## config.mk

```make
export PLATFORM = sky130hd
export DESIGN_NAME = neurotransmitter_level_integrator
export DESIGN_NICKNAME = d
export VERILOG_FILES = /design/src/rtl/nt_pkg.sv /design/src/rtl/nt_level_quantizer.sv /design/src/rtl/neurotransmitter_level_integrator.sv
export SDC_FILE = /design/constraint.sdc
export NUM_CORES = 1
export LEC_CHECK = 0
export CAP_MARGIN = 20
export CELL_PAD_IN_SITES_DETAIL_PLACEMENT = 0
export CELL_PAD_IN_SITES_GLOBAL_PLACEMENT = 1
export CORE_MARGIN = 2
export CORE_UTILIZATION = 48
export CTS_CLUSTER_SIZE = 24
export DETAILED_ROUTE_END_ITERATION = 6
export PLACE_DENSITY = 0.93
export SYNTH_ARGS = -nofsm -noshare
export SYNTH_HDL_FRONTEND = slang
export SYNTH_SLANG_ARGS = --single-unit
```

## constraint.sdc

```tcl
create_clock -name clk -period 9.1 [get_ports clk]
set_input_delay 2.73 -clock clk [delete_from_list [all_inputs] [get_ports clk]]
set_output_delay 2.73 -clock clk [all_outputs]
set_load 0.01 [all_outputs]
```

## src/rtl/nt_pkg.sv

```systemverilog
// Shared definitions for the per-transmitter level integrators and the
// 10-bit neurotransmitter_level bus they feed.
package nt_pkg;

    localparam int NT_LEVEL_W = 2;
    localparam int NT_BUS_W   = 10;

    typedef enum logic [NT_LEVEL_W-1:0] {
        LOW     = 2'd0,
        NORMAL  = 2'd1,
        HIGH    = 2'd2,
        EXTREME = 2'd3
    } nt_level_e;

    // LSB position of each transmitter's 2-bit slice in the bus
    localparam int NT_CORT_LSB = 0;
    localparam int NT_DOP_LSB  = 2;
    localparam int NT_GABA_LSB = 4;
    localparam int NT_NE_LSB   = 6;
    localparam int NT_SER_LSB  = 8;

endpackage

```

## src/rtl/nt_level_quantizer.sv

```systemverilog
// Hysteresis quantiser: maps the registered integrator value onto a 2-bit
// level, moving at most one level per enabled clock.
module nt_level_quantizer
    import nt_pkg::*;
#(
    parameter int WIDTH       = 8,
    parameter int HYST        = 4,
    parameter int RESET_LEVEL = 1
) (
    input  logic                  clk,
    input  logic                  rst_n,
    input  logic                  ena,
    input  logic [WIDTH-1:0]      value,
    output logic [NT_LEVEL_W-1:0] level,
    output logic                  changed
);

    localparam int Q = 1 << (WIDTH - 2);

    logic [NT_LEVEL_W-1:0] level_q, level_d;
    logic                  changed_q, changed_d;
    logic [WIDTH+1:0]      val_ext, up_thr, dn_thr;

    always_comb begin
        level_d   = level_q;
        changed_d = 1'b0;
        val_ext   = (WIDTH+2)'(value);
        up_thr    = (WIDTH+2)'((int'(level_q) + 1) * Q + HYST);
        dn_thr    = (WIDTH+2)'(int'(level_q) * Q);
        if (ena) begin
            if (level_q != EXTREME && val_ext >= up_thr) begin
                level_d   = level_q + 1'b1;
                changed_d = 1'b1;
            end else if (level_q != LOW && (val_ext + (WIDTH+2)'(HYST)) < dn_thr) begin
                level_d   = level_q - 1'b1;
                changed_d = 1'b1;
            end
        end
    end

    always_ff @(posedge clk or negedge rst_n) begin
        if (!rst_n) begin
            level_q   <= NT_LEVEL_W'(RESET_LEVEL);
            changed_q <= 1'b0;
        end else begin
            level_q   <= level_d;
            changed_q <= changed_d;
        end
    end

    assign level   = level_q;
    assign changed = changed_q;

endmodule

```

## src/rtl/neurotransmitter_level_integrator.sv

```systemverilog
// Saturating, leaky integrator of regulator inc/dec requests, updated on a
// prescaled tick, with a hysteresis-quantised 2-bit level output.
module neurotransmitter_level_integrator
    import nt_pkg::*;
#(
    parameter int WIDTH      = 8,
    parameter int PRESCALE   = 16,
    parameter int STEP_SLOW  = 1,
    parameter int STEP_FAST  = 8,
    parameter int BASELINE   = 64,
    parameter int IDLE_TICKS = 8,
    parameter int HYST       = 4
) (
    input  logic                  clk,
    input  logic                  rst_n,
    input  logic                  ena,
    input  logic                  inc,
    input  logic                  dec,
    input  logic                  fast,
    output logic [NT_LEVEL_W-1:0] level,
    output logic [WIDTH-1:0]      value,
    output logic                  sat_hi,
    output logic                  sat_lo,
    output logic                  changed
);

    localparam int CNT_W  = (PRESCALE > 1) ? $clog2(PRESCALE) : 1;
    localparam int IDLE_W = $clog2(IDLE_TICKS + 1);
    localparam logic [WIDTH:0]   MAX_V  = {1'b0, {WIDTH{1'b1}}};
    localparam logic [WIDTH-1:0] BASE_V = WIDTH'(BASELINE);

    logic [CNT_W-1:0]  cnt_q, cnt_d;
    logic [IDLE_W-1:0] idle_q, idle_d;
    logic [WIDTH-1:0]  value_q, value_d;
    logic [WIDTH:0]    val_ext, step_ext, sum, diff;
    logic              tick;

    always_comb begin
        cnt_d    = cnt_q;
        idle_d   = idle_q;
        value_d  = value_q;
        tick     = ena && (cnt_q == CNT_W'(PRESCALE - 1));
        val_ext  = {1'b0, value_q};
        step_ext = fast ? (WIDTH+1)'(STEP_FAST) : (WIDTH+1)'(STEP_SLOW);
        sum      = val_ext + step_ext;
        diff     = val_ext - step_ext;

        if (ena) begin
            cnt_d = tick ? '0 : cnt_q + 1'b1;
        end

        if (tick) begin
            if (inc && !dec) begin
                value_d = (sum > MAX_V) ? MAX_V[WIDTH-1:0] : sum[WIDTH-1:0];
                idle_d  = '0;
            end else if (dec && !inc) begin
                value_d = (val_ext < step_ext) ? '0 : diff[WIDTH-1:0];
                idle_d  = '0;
            end else if (inc && dec) begin
                idle_d = '0;
            end else if (idle_q == IDLE_W'(IDLE_TICKS - 1)) begin
                // idle run complete: one LSB toward baseline, fast ignored
                idle_d = '0;
                if (value_q > BASE_V) begin
                    value_d = value_q - 1'b1;
                end else if (value_q < BASE_V) begin
                    value_d = value_q + 1'b1;
                end
            end else begin
                idle_d = idle_q + 1'b1;
            end
        end
    end

    always_ff @(posedge clk or negedge rst_n) begin
        if (!rst_n) begin
            cnt_q   <= '0;
            idle_q  <= '0;
            value_q <= BASE_V;
        end else begin
            cnt_q   <= cnt_d;
            idle_q  <= idle_d;
            value_q <= value_d;
        end
    end

    nt_level_quantizer #(
        .WIDTH       (WIDTH),
        .HYST        (HYST),
        .RESET_LEVEL (BASELINE >> (WIDTH - 2))
    ) u_quantizer (
        .clk     (clk),
        .rst_n   (rst_n),
        .ena     (ena),
        .value   (value_q),
        .level   (level),
        .changed (changed)
    );

    assign value  = value_q;
    assign sat_hi = (value_q == '1);
    assign sat_lo = (value_q == '0);

endmodule

```

# --- Word level (Yosys, flattened, before mapping) ---
# Cells that the tools add are included.
totals:
  regBits: 19
  elab_cells: 61
op_classes:
  n_lt_le_gt_ge: 6
  n_addsub: 11
  n_reduce_logical: 15
  eq_ne: 5
  muxes: 19
op_table:
  columns: ["operator", "n"]
  rows:
  - ["two-way mux 8 bit", 8]
  - ["two-way mux 4 bit", 6]
  - ["adder 10 x 4 -> 10 bit, second input constant", 1]
  - ["greater-or-equal comparator 8 x 10 -> 1 bit", 1]
  - ["< comparator 10 x 8 -> 1 bit", 1]
  - ["adder 8 x 3 -> 9 bit, second input constant", 1]
  - ["adder 8 x 4 -> 9 bit", 1]
  - ["greater-than comparator 9 x 8 -> 1 bit, second input constant", 1]
  - ["adder 4 x 1 -> 4 bit, second input constant", 2]
  - ["adder 8 x 1 -> 8 bit, second input constant", 1]
  - ["equality test 8 bit, second input constant", 1]
  - ["greater-than comparator 8 x 7 -> 1 bit, second input constant", 1]
  - ["zero test 8 bit", 1]
  - ["< comparator 8 x 4 -> 1 bit", 1]
  - ["< comparator 8 x 7 -> 1 bit, second input constant", 1]
  - ["subtractor 8 x 1 -> 8 bit, second input constant", 1]
  - ["subtractor 8 x 4 -> 8 bit", 1]
  - ["logical AND 1 bit", 6]
  - ["equality test 4 x 3 -> 1 bit, second input constant", 1]
  - ["equality test 4 bit, second input constant", 1]
  - ["two-way mux 2 bit", 2]
  - ["AND reduction 4 bit", 1]
  - ["nonzero test 2 bit", 2]
  - ["nonzero test 4 bit", 1]
  - ["other kinds (9)", 12]

# --- Longest topological paths before layout ---
# Gate-level depths: netlist (run 1).
depth:
  depth_word: 7
  depth_mapped: 12
  depth_no_buf: 11

# --- By module ---
# From an unflattened synthesis (run 1), not the netlist that was laid out.
hier_totals:
  hier_cells: 232
  area_unflattened_um2: 1983.2
modules_own_cells:
  columns: ["mod", "seq_area_each_um2", "cells_each", "area_each_um2", "n_inst"]
  rows:
  - ["neurotransmitter_level_integrator", 401.6, 193, 1641.6, 1]
  - ["nt_level_quantizer", 76.3, 39, 341.6, 1]

# --- Least setup slack after synthesis (run 1) ---
# No wires, ideal clock.
synth_timing:
  path_type: "input-to-reg"
  startpoint: "input fast"
  endpoint: "register value_q[2] (netlist: value[2])"
  required_ns: 8.979
  path_slack_ns: 4.769
  path_buffers: 0
  cell_stages: 9
  t_arrival_ns: 4.210
  path_cell_list: "inv_1 -> ha_1 -> ha_1 -> nand2b_4 -> a2111oi_4 -> a21boi_1 -> a211oi_1 -> a31oi_1 -> o22a_1"
synth_between:
  elab_chain_cells: 5
  word_cells_on_any_way: 9
  classes_between: "add/sub (2); order compare (2); mux (5)"
synth_lines:
  columns: ["item", "line", "text"]
  rows:
  - ["start: declaration", "neurotransmitter_level_integrator.sv:19", "input logic fast,"]
  - ["two-way mux 4 bit (*)", "neurotransmitter_level_integrator.sv:44", "step_ext = fast ? (WIDTH+1)'(STEP_FAST) : (WIDTH+1)'(STEP_SLOW);"]
  - ["adder 8 x 4 -> 9 bit, or another cell as far along", "neurotransmitter_level_integrator.sv:45", "sum = val_ext + step_ext;"]
  - ["greater-than comparator 9 x 8 -> 1 bit / two-way mux 8 bit (equally long branches)", "neurotransmitter_level_integrator.sv:54, neurotransmitter_level_integrator.sv:57", null]
  - ["two-way mux 8 bit, on equally long branches", "neurotransmitter_level_integrator.sv:54, neurotransmitter_level_integrator.sv:56", null]
  - ["two-way mux 8 bit (*)", "neurotransmitter_level_integrator.sv:53", "if (inc && !dec) begin"]
  - ["end signal: assignment", "neurotransmitter_level_integrator.sv:83", "value_q <= value_d;"]
  - ["end: declaration", "neurotransmitter_level_integrator.sv:34", "logic [WIDTH-1:0] value_q, value_d;"]
# Mark *: on every way between the ends. The rest lies on a longest branch, timed or not.
# A chain may end at the register's enable or synchronous reset.

# --- Worst setup path after layout (run 1) ---
layout_timing:
  startpoint: "register value_q[4] (netlist: value[4])"
  endpoint: "output sat_lo"
layout_between:
  elab_chain_cells: 1
layout_lines:
  columns: ["item", "line", "text"]
  rows:
  - ["zero test 8 bit", "neurotransmitter_level_integrator.sv:102", "assign sat_lo = (value_q == '0);"]
  - ["end: declaration", "neurotransmitter_level_integrator.sv:23", "output logic sat_lo,"]
# Every way passes these cells.

==> results of run 1 <==
## area by class of cell
cell class                 count  area, um2
fill                         361       1800
inverter                      13       48.8
sequential                    19        478
clock inverter                 1       5.00
tap                           50       62.6
clock buffer                   3       41.3
multi-input combinational    176       1360
timing repair buffer          18        180
## sequential cells by signal, summed over array words and instances (netlist names)
register and flops:
cnt_q 4, value 8, idle_q 4, u_quantizer.level 2, u_quantizer.changed 1
## path summary, 6_finish.rpt
| check | endpoint | cells after the start | start |
|---|---|---|---|
| setup / recovery | sat_lo | 4 | value[4]$_DFFE_PN0P_ |
| hold / removal | cnt_q[3]$_DFFE_PN0P_ | 1 | cnt_q[3]$_DFFE_PN0P_ |
| setup reg to reg | value[6]$_DFFE_PN1P_ | 11 | value[4]$_DFFE_PN0P_ |
| hold reg to reg | cnt_q[3]$_DFFE_PN0P_ | 1 | cnt_q[3]$_DFFE_PN0P_ |
| max in group asynchronous | idle_q[0]$_DFFE_PN0P_ | 1 | rst_n |
| min in group asynchronous | value[4]$_DFFE_PN0P_ | 1 | rst_n |
## layer usage
metal	wire length, um	vias up	global-route usage (%)
li1	-	826	-
met1	2010	764	29.4
met2	1930	47	30.7
met3	225	4	1.97
met4	46	0	5.50
met5	0	-	0
## critical path: cells and delay by family, from the launching register on
| family | cells | cell delay [ns] |
|---|---|---|
| flip-flops | 1 | 0.57 |
| buffers and inverters | 1 | 0.57 |
| AND/OR/NAND/NOR | 3 | 0.90 |
## cell families after synthesis
| logic type | after synthesis | share of synthesized area [%] |
|---|---|---|
| and+or+nand+nor | 70 | 20.1 |
| AOI/OAI and AO/OA | 68 | 26.0 |
| adders and majority gates | 24 | 15.6 |
| buffers and inverters | 21 | 6.74 |
| DFF | 19 | 24.3 |
| xor gates and xnor gates | 10 | 4.84 |
| muxes | 4 | 2.42 |
## synthesized netlist by cell type (2+ instances only)
library cell	n
nor2_1	17
a21o_1	2
o21a_1	4
ha_1	23
or2_2	2
xor2_1	3
o31ai_1	2
o21ai_0	16
a21oi_1	10
nor2b_1	4
mux2_2	2
a211oi_1	3
o31a_1	2
o21ai_1	3
a211o_1	2
clkbuf_8	3
or3_1	2
nand4_1	2
and3_1	3
inv_1	12
nand2_1	13
dfstp_2	2
dfrtp_1	17
nor3_1	7
nand3_1	4
o22ai_1	2
a31oi_1	3
nor2_2	2
xnor2_1	6
nand2b_1	2
## power breakdown
group | internal, mW | switching (mW) | total [mW]
registers | 0.118 | 0.0710 | 0.189
logic | 0.312 | 0.335 | 0.647
clock network | 0.0305 | 0.0307 | 0.0612
## cells in the final DEF, fill, tap and decap left out, types with 3 or more instances in the layout
cell,n
a31oi_1,3
nand3_1,4
a211oi_1,3
xor2_1,3
o21a_1,4
nor2b_1,4
clkbuf_8,3
nor3_1,7
a21oi_1,10
xnor2_1,6
o21ai_0,16
nor2_1,17
nand2_1,13
clkdlybuf4s50_1,18
and3_1,3
inv_1,12
dfrtp_1,17
o21ai_1,3
ha_1,23
## metrics by stage
stage / worst slack, ns / total power, mW / cell area [um2] / utilization, % / hold slack (ns)
floorplan: 4.77 / 0.691 / 1970 / - / 0.451
global placement: 4.19 / 0.828 / 2130 / 53.5 / 0.493
detailed placement: 4.11 / 0.834 / 2130 / 53.5 / 0.490
CTS: 4.04 / 0.899 / 2170 / 54.7 / 0.501
global route: 3.96 / 0.980 / 2170 / 54.7 / 0.537
finish: 4.06 / 0.897 / 2170 / 54.7 / 0.490
==> results_dict.tcl, run 1 <==
set metrics [dict create \
    cp_max_fo 13 \
    post_cts_buffers 0 \
    ys_seq_area_share_pct 24.3 \
    vias 1641 \
    clk_latency_ns 0.26 \
    num_rows 23 \
    critical_path.cell_chain "or3_1 > nand3b_4 > nor3_1 > clkdlybuf4s50_1" \
    cts_tree "done" \
    syn-num-nets 246 \
    critPathSlowestCell "dfrtp_1" \
    period_share_pct 55.4 \
    max_slew.worst_pin.slew_ns 0.853 \
    drt-vias-per-instance 5.86 \
    cts_buffers 3 \
    grt_pass1_vias 1466 \
    gr-usage-all-layers_pct 19.9 \
    worstPathArrival_ns 2.31 \
    synthCells 216 \
    drcViolationCount 0 \
    hold_viol 0 \
    regToRegSetupSlack_ns 5.65 \
    synth_async_sr_flop_share_pct 100 \
    drive_above_1_share_pct 12.6 \
    gr-total-overflow 0 \
    grt_max_degree 20 \
    start_util_pct 49.5 \
    cts_sinks 19 \
    layout.nets 261 \
    drt_iter0_drc 106 \
    hp-class "flip-flop to flip-flop" \
    ctsHoldBuffers 0 \
    synth_seq_cells 19 \
    rsz0062_at_grt "no" \
    avgSynthCellArea_um2 9.11 \
    antenna_cells 0 \
    cts_resized 0 \
    power_leakage_nw 0.955 \
    dp_hpwl_um 3280 \
    grt_pass1_wl_um 6950 \
    critical-path-max-stage-delay_ns 0.57 \
    wl_per_cell_um 15.0 \
    final_cells 280 \
    die_area_um2 4630 \
    yosysWarnings 0 \
    clock_path_buffers 2 \
    fin_skew_ns 0.00697 \
    syn-cell-area_um2 1970 \
    p_per_area_nw_per_um2 413 \
    clockRootBuffer "clkbuf_8" \
    area_delta_synth_final_pct 10.4 \
    period_needed_ns 5.04 \
    die_h_um 68.0 \
    io_buffers 18 \
    tns_ns 0 \
    gp_congestion 0.878 \
    synthFlopType "dfrtp_1" \
    start_kind "flip-flop" \
    status "finished, final reports clean" \
    maxCapViolations 0 \
    first_pass_iters 4 \
    max_freq_mhz 198 \
    placedCellCount 276 \
    path_clk_slew_ns 0.08 \
    synth_cell_types 71 \
    synthTopCellsByArea "dfrtp_1 22%, ha_1 15%, o21ai_0 4.1%" \
    ant_nets 0 \
    die_w_um 68.0 \
    antenna_found_initial 0 \
    end_kind "primary output" \
    drv_slew 0 \
    ioPinCount 19 \
    cp.required_ns 6.37 \
    setup_violations 0 \
    maxSlewHeadroom_pct 42.9 \
    synth_top_area_share_pct 21.6 \
    worstSetupPathType "flip-flop to primary output" \
    synth.largest_area_cell "dfrtp_1" \
    htreeDepth 1 \
    drt_wl_total_um 4210 \
    coreArea_um2 3970 \
    peakVddDrop_mv 0.305 \
    synth-edff-count 0 \
]
(Power assumes the default switching activity.)
==> run 2: changes to the inputs <==
--- a/config.mk
+++ b/config.mk
@@ -9,10 +9,10 @@
 export CELL_PAD_IN_SITES_DETAIL_PLACEMENT = 0
 export CELL_PAD_IN_SITES_GLOBAL_PLACEMENT = 1
 export CORE_MARGIN = 2
-export CORE_UTILIZATION = 48
+export CORE_UTILIZATION = 44
 export CTS_CLUSTER_SIZE = 24
 export DETAILED_ROUTE_END_ITERATION = 6
-export PLACE_DENSITY = 0.93
+export PLACE_DENSITY = 0.87
 export SYNTH_ARGS = -nofsm -noshare
 export SYNTH_HDL_FRONTEND = slang
 export SYNTH_SLANG_ARGS = --single-unit
==> constraint.sdc (replaced) <==
create_clock -name clk -period 4.8 [get_ports clk]
set_input_delay 1.44 -clock clk [delete_from_list [all_inputs] [get_ports clk]]
set_output_delay 1.44 -clock clk [all_outputs]
set_load 0.01 [all_outputs]
==> results_dict.tcl, run 2 (synthesis results as in run 1) <==
set metrics [dict create \
    status "finished, final reports clean" \
    fin_util_pct 50.3 \
    cts_tree "done" \
    die_area_um2 5020 \
    period_needed_ns 3.75 \
    first_pass_iters 4 \
    ant_nets 0 \
    gr-usage-all-layers_pct 18.1 \
    ctsHoldBuffers 0 \
    clock_path_buffers 2 \
    start_kind "flip-flop" \
    area_delta_synth_final_pct 10.6 \
    worstPathArrival_ns 2.31 \
    grt_max_degree 20 \
    maxSlewHeadroom_pct 40.4 \
    grt_pass1_vias 1471 \
    drt_iter0_drc 93 \
    startpoint "value[4]$_DFFE_PN0P_" \
    power_leakage_nw 0.955 \
    io_buffers 18 \
    cts_resized 0 \
    hold_viol 0 \
    start_util_pct 45.5 \
    worstReg2RegStart "value[4]$_DFFE_PN0P_" \
    gp_congestion 0.930 \
    antenna_cells 0 \
    rsz0062_at_grt "no" \
    final_common_cell "ha_1" \
    cp_max_fo 13 \
    fillCellCount 414 \
    drt_wl_total_um 4420 \
    die_h_um 70.9 \
    max_freq_mhz 266 \
    final_cell_mix "23 x ha_1, 18 x clkdlybuf4s50_1, 17 x nor2_1, 17 x dfrtp_1, 16 x o21ai_0" \
    peakVddDrop_mv 0.494 \
    cp.required_ns 3.36 \
    maxCapViolations 0 \
    hp-class "flip-flop to flip-flop" \
    drv_slew 0 \
    post_cts_buffers 0 \
    hold_start "cnt_q[3]$_DFFE_PN0P_" \
    fin_skew_ns 0.00512 \
    drcViolationCount 0 \
    ioPinCount 19 \
    period_share_pct 78.2 \
    drt-vias-per-instance 5.77 \
    cts_sinks 19 \
    end_kind "primary output" \
    hold_depth 1 \
    largest_register_ffs 8 \
    antenna_found_initial 0 \
    grt_pass1_wl_um 7310 \
    setup_violations 0 \
    cts_buffers 3 \
    worstSetupPathType "flip-flop to primary output" \
    path_clk_slew_ns 0.08 \
    die_w_um 70.9 \
    dp_hpwl_um 3340 \
    max_slew.worst_pin.slew_ns 0.892 \
    wl_per_cell_um 15.7 \
    layout.nets 261 \
    gr-total-overflow 0 \
    tns_ns 0 \
    clk_latency_ns 0.26 \
    vias 1628 \
    r2r_cells 11 \
    drive_above_1_share_pct 12.6 \
    htreeDepth 1 \
    coreArea_um2 4320 \
    clockRootBuffer "clkbuf_8" \
    p_per_area_nw_per_um2 788 \
    num_rows 24 \
]
run 2: cell counts in the layout (fill, tap and decap cells not counted):
No cell type changed its count.
run 2: final timing paths:
check	slack (ns)	to
max in group asynchronous	2.58	cnt_q[0]$_DFFE_PN0P_
min reg2reg	0.51	cnt_q[3]$_DFFE_PN0P_
max reg2reg	1.32	value[6]$_DFFE_PN1P_
min in group asynchronous	1.68	cnt_q[3]$_DFFE_PN0P_
min	0.51	cnt_q[3]$_DFFE_PN0P_
max	1.05	sat_lo
run 2: stage by stage:
step	hold WS (ns)	worst slack [ns]	cell area (um2)	instances	total power [mW]
6_report	0.513	1.05	2170	282	1.71
4_1_cts	0.514	1.01	2170	282	1.71
3_5_place_dp	0.505	1.04	2130	278	1.58
2_1_floorplan	0.451	1.65	1970	216	1.31
3_3_place_gp	0.488	1.12	2130	278	1.57
5_1_grt	0.543	0.853	2170	282	1.88
run 2: routing by layer:
metal  vias to the layer above  wire, um  GRT usage [%]
li1                        831         -              -
met1                       751      2170           27.4
met2                        42      1990           27.7
met3                         4       227           1.99
met4                         0        36           3.98
met5                         -         0              0
run 2: layout make-up:
class	instances	area, um2	area share [%]
clock buffers	3	41.3	1.90
well taps	52	65.1	2.99
clock inverters	1	5.00	0.230
flip-flops and latches	19	478	22.0
inverters	13	48.8	2.24
repair buffers	18	180	8.29
multi-input cells	176	1360	62.4
run 2: critical path, stage by stage, from the launching register on:
cell and delay (ns):
dfrtp_1 0.57, or3_1 0.50, nand3b_4 0.22, nor3_1 0.18
clkdlybuf4s50_1 0.57
run 2: power by group:
| part | total [mW] | switching, mW | internal (mW) | leakage, nW |
|---|---|---|---|---|
| combinational | 1.23 | 0.642 | 0.591 | 0.685 |
| clock | 0.119 | 0.0608 | 0.0579 | 0.0255 |
| sequential | 0.362 | 0.139 | 0.223 | 0.245 |
| total | 1.71 | 0.841 | 0.872 | 0.955 |
==> run 3: changes to the inputs <==
--- a/config.mk
+++ b/config.mk
@@ -9,10 +9,10 @@
 export CELL_PAD_IN_SITES_DETAIL_PLACEMENT = 0
 export CELL_PAD_IN_SITES_GLOBAL_PLACEMENT = 1
 export CORE_MARGIN = 2
-export CORE_UTILIZATION = 44
+export CORE_UTILIZATION = 40
 export CTS_CLUSTER_SIZE = 24
 export DETAILED_ROUTE_END_ITERATION = 6
-export PLACE_DENSITY = 0.87
+export PLACE_DENSITY = 0.83
 export SYNTH_ARGS = -nofsm -noshare
 export SYNTH_HDL_FRONTEND = slang
 export SYNTH_SLANG_ARGS = --single-unit
==> constraint.sdc (replaced) <==
create_clock -name clk -period 3.19 [get_ports clk]
set_input_delay 0.957 -clock clk [delete_from_list [all_inputs] [get_ports clk]]
set_output_delay 0.957 -clock clk [all_outputs]
set_load 0.01 [all_outputs]
==> results_dict.tcl, run 3 (synthesis results as in run 1) <==
set metrics [dict create \
    status "finished, final reports clean" \
    area_delta_synth_final_pct 17.9 \
    grt_max_degree 15 \
    period_needed_ns 3.06 \
    layout.nets 277 \
    path_clk_slew_ns 0.08 \
    ant_nets 0 \
    cts_sinks 19 \
    io_buffers 18 \
    peakVddDrop_mv 0.573 \
    fin_util_pct 49.1 \
    drt_wl_total_um 4670 \
    p_per_area_nw_per_um2 1180 \
    r2r_cells 11 \
    clk_latency_ns 0.26 \
    post_cts_buffers 0 \
    die_h_um 74.1 \
    die_w_um 74.1 \
    max_slew.worst_pin.slew_ns 0.496 \
    cts_tree "done" \
    register_area_um2 478 \
    drt-vias-per-instance 5.45 \
    die_area_um2 5490 \
    maxCapViolations 0 \
    drt_iter0_drc 103 \
    clockRootBuffer "clkbuf_8" \
    tns_ns 0 \
    htreeDepth 1 \
    worstReg2RegStart "value[4]$_DFFE_PN0P_" \
    clockPowerShare_pct 6.6 \
    antenna_found_initial 0 \
    coreArea_um2 4720 \
    drive_above_1_share_pct 19.1 \
    p_total_mw 2.73 \
    final_cell_mix "23 x ha_1, 17 x nor2_1, 17 x dfrtp_1, 17 x clkdlybuf4s50_1" \
    max_freq_mhz 327 \
    maxSlewHeadroom_pct 66.9 \
    dp_hpwl_um 3610 \
    gr-usage-all-layers_pct 18.1 \
    hp-class "flip-flop to flip-flop" \
    internal_power_mw 1.43 \
    fillCellCount 452 \
    cts_resized 0 \
    regToRegSetupSlack_ns 0.13 \
    multi_input_area_um2 1360 \
    hold_depth 1 \
    first_pass_iters 4 \
    finalInstanceArea_um2 2320 \
    cts_buffers 3 \
    endpoint "value[6]$_DFFE_PN1P_" \
    grt_pass1_vias 1578 \
    startpoint "value[4]$_DFFE_PN0P_" \
    num_rows 25 \
    cp_max_fo 6 \
    start_util_pct 41.6 \
    r2r-end "value[6]$_DFFE_PN1P_" \
    power_leakage_nw 1.05 \
    placed_area_um2 2270 \
    clock_path_buffers 2 \
    period_share_pct 95.9 \
    p_seq_share_pct 15.6 \
    end_kind "flip-flop" \
    drcViolationCount 0 \
    pwr-share-comb_pct 77.8 \
    drv_slew 0 \
    cp.required_ns 3.37 \
    worstSetupPathType "flip-flop to flip-flop" \
    gr-total-overflow 0 \
    grt_pass1_wl_um 7760 \
    final_common_cell "ha_1" \
    largest_register_ffs 8 \
    switching_share_pct 47.6 \
    worstPathArrival_ns 3.24 \
    gp_congestion 0.992 \
    fin_skew_ns 0.00412 \
    wl_per_cell_um 14.9 \
    ctsHoldBuffers 0 \
    start_kind "flip-flop" \
    antenna_cells 0 \
    hold_viol 0 \
    vias 1706 \
    ioPinCount 19 \
    rsz0062_at_grt "no" \
    p_switching_mw 1.30 \
    setup_violations 0 \
]
## run 3: cell count changes in the layout (fill, tap and decap cells not counted), sizes merged
cell,previous run,this run
clkdlybuf4s50,18,17
dlymetal6s2s,0,1
buf,0,16
## run 3: final cells by class
cell class,instances,area share (%)
timing repair buffer,34,13.1
multi-input combinational,176,58.6
sequential,19,20.6
clock buffer,3,1.78
inverter,13,2.10
tap,67,3.61
clock inverter,1,0.216
## run 3: per-stage QoR
| step | cells | hold slack (ns) | worst slack [ns] |
|---|---|---|---|
| global route | 313 | 0.537 | 0.0192 |
| detailed placement | 309 | 0.483 | 0.0142 |
| global placement | 309 | 0.482 | 0.0481 |
| floorplan | 216 | 0.451 | 0.0417 |
| finish | 313 | 0.499 | 0.131 |
| CTS | 313 | 0.497 | 0.0350 |
## run 3: power by group through the flow
stage          Combinational (mW)  Clock [mW]  Sequential, mW
2_1_floorplan                1.51           0           0.463
3_3_place_gp                 2.06           0           0.427
3_5_place_dp                 2.09           0           0.432
4_1_cts                      2.10       0.182           0.428
5_1_grt                      2.34       0.194           0.443
6_report                     2.12       0.180           0.427
## run 3: how the worst min path moves through the flow
stage	start	endpoint	slack, ns
global route	cnt_q[3]$_DFFE_PN0P_	cnt_q[3]$_DFFE_PN0P_	0.54
detailed placement	cnt_q[3]$_DFFE_PN0P_	cnt_q[3]$_DFFE_PN0P_	0.48
CTS	cnt_q[3]$_DFFE_PN0P_	cnt_q[3]$_DFFE_PN0P_	0.50
finish	cnt_q[3]$_DFFE_PN0P_	cnt_q[3]$_DFFE_PN0P_	0.50
global placement	cnt_q[3]$_DFFE_PN0P_	cnt_q[3]$_DFFE_PN0P_	0.48
floorplan	cnt_q[3]$_DFFE_PN0P_	cnt_q[3]$_DFFE_PN0P_	0.45
## run 3: worst max-delay path: stages, from the launching register on
cell and delay, ns:
dfrtp_1 0.38, or3_1 0.43, nand3b_4 0.19, a21oi_2 0.20, inv_2 0.10, ha_1 0.32
nor2b_1 0.17, o31a_1 0.26, o21a_1 0.18, o21ai_0 0.16, or4b_1 0.44, a22oi_1 0.15
## run 3: layer usage
metal | vias up | track usage [%] | share of wire [%]
met5 | - | 0 | 0
met4 | 0 | 4.85 | 0.75
met3 | 4 | 2.44 | 3.6
met2 | 47 | 28.3 | 47
met1 | 795 | 26.2 | 49
li1 | 860 | - | -
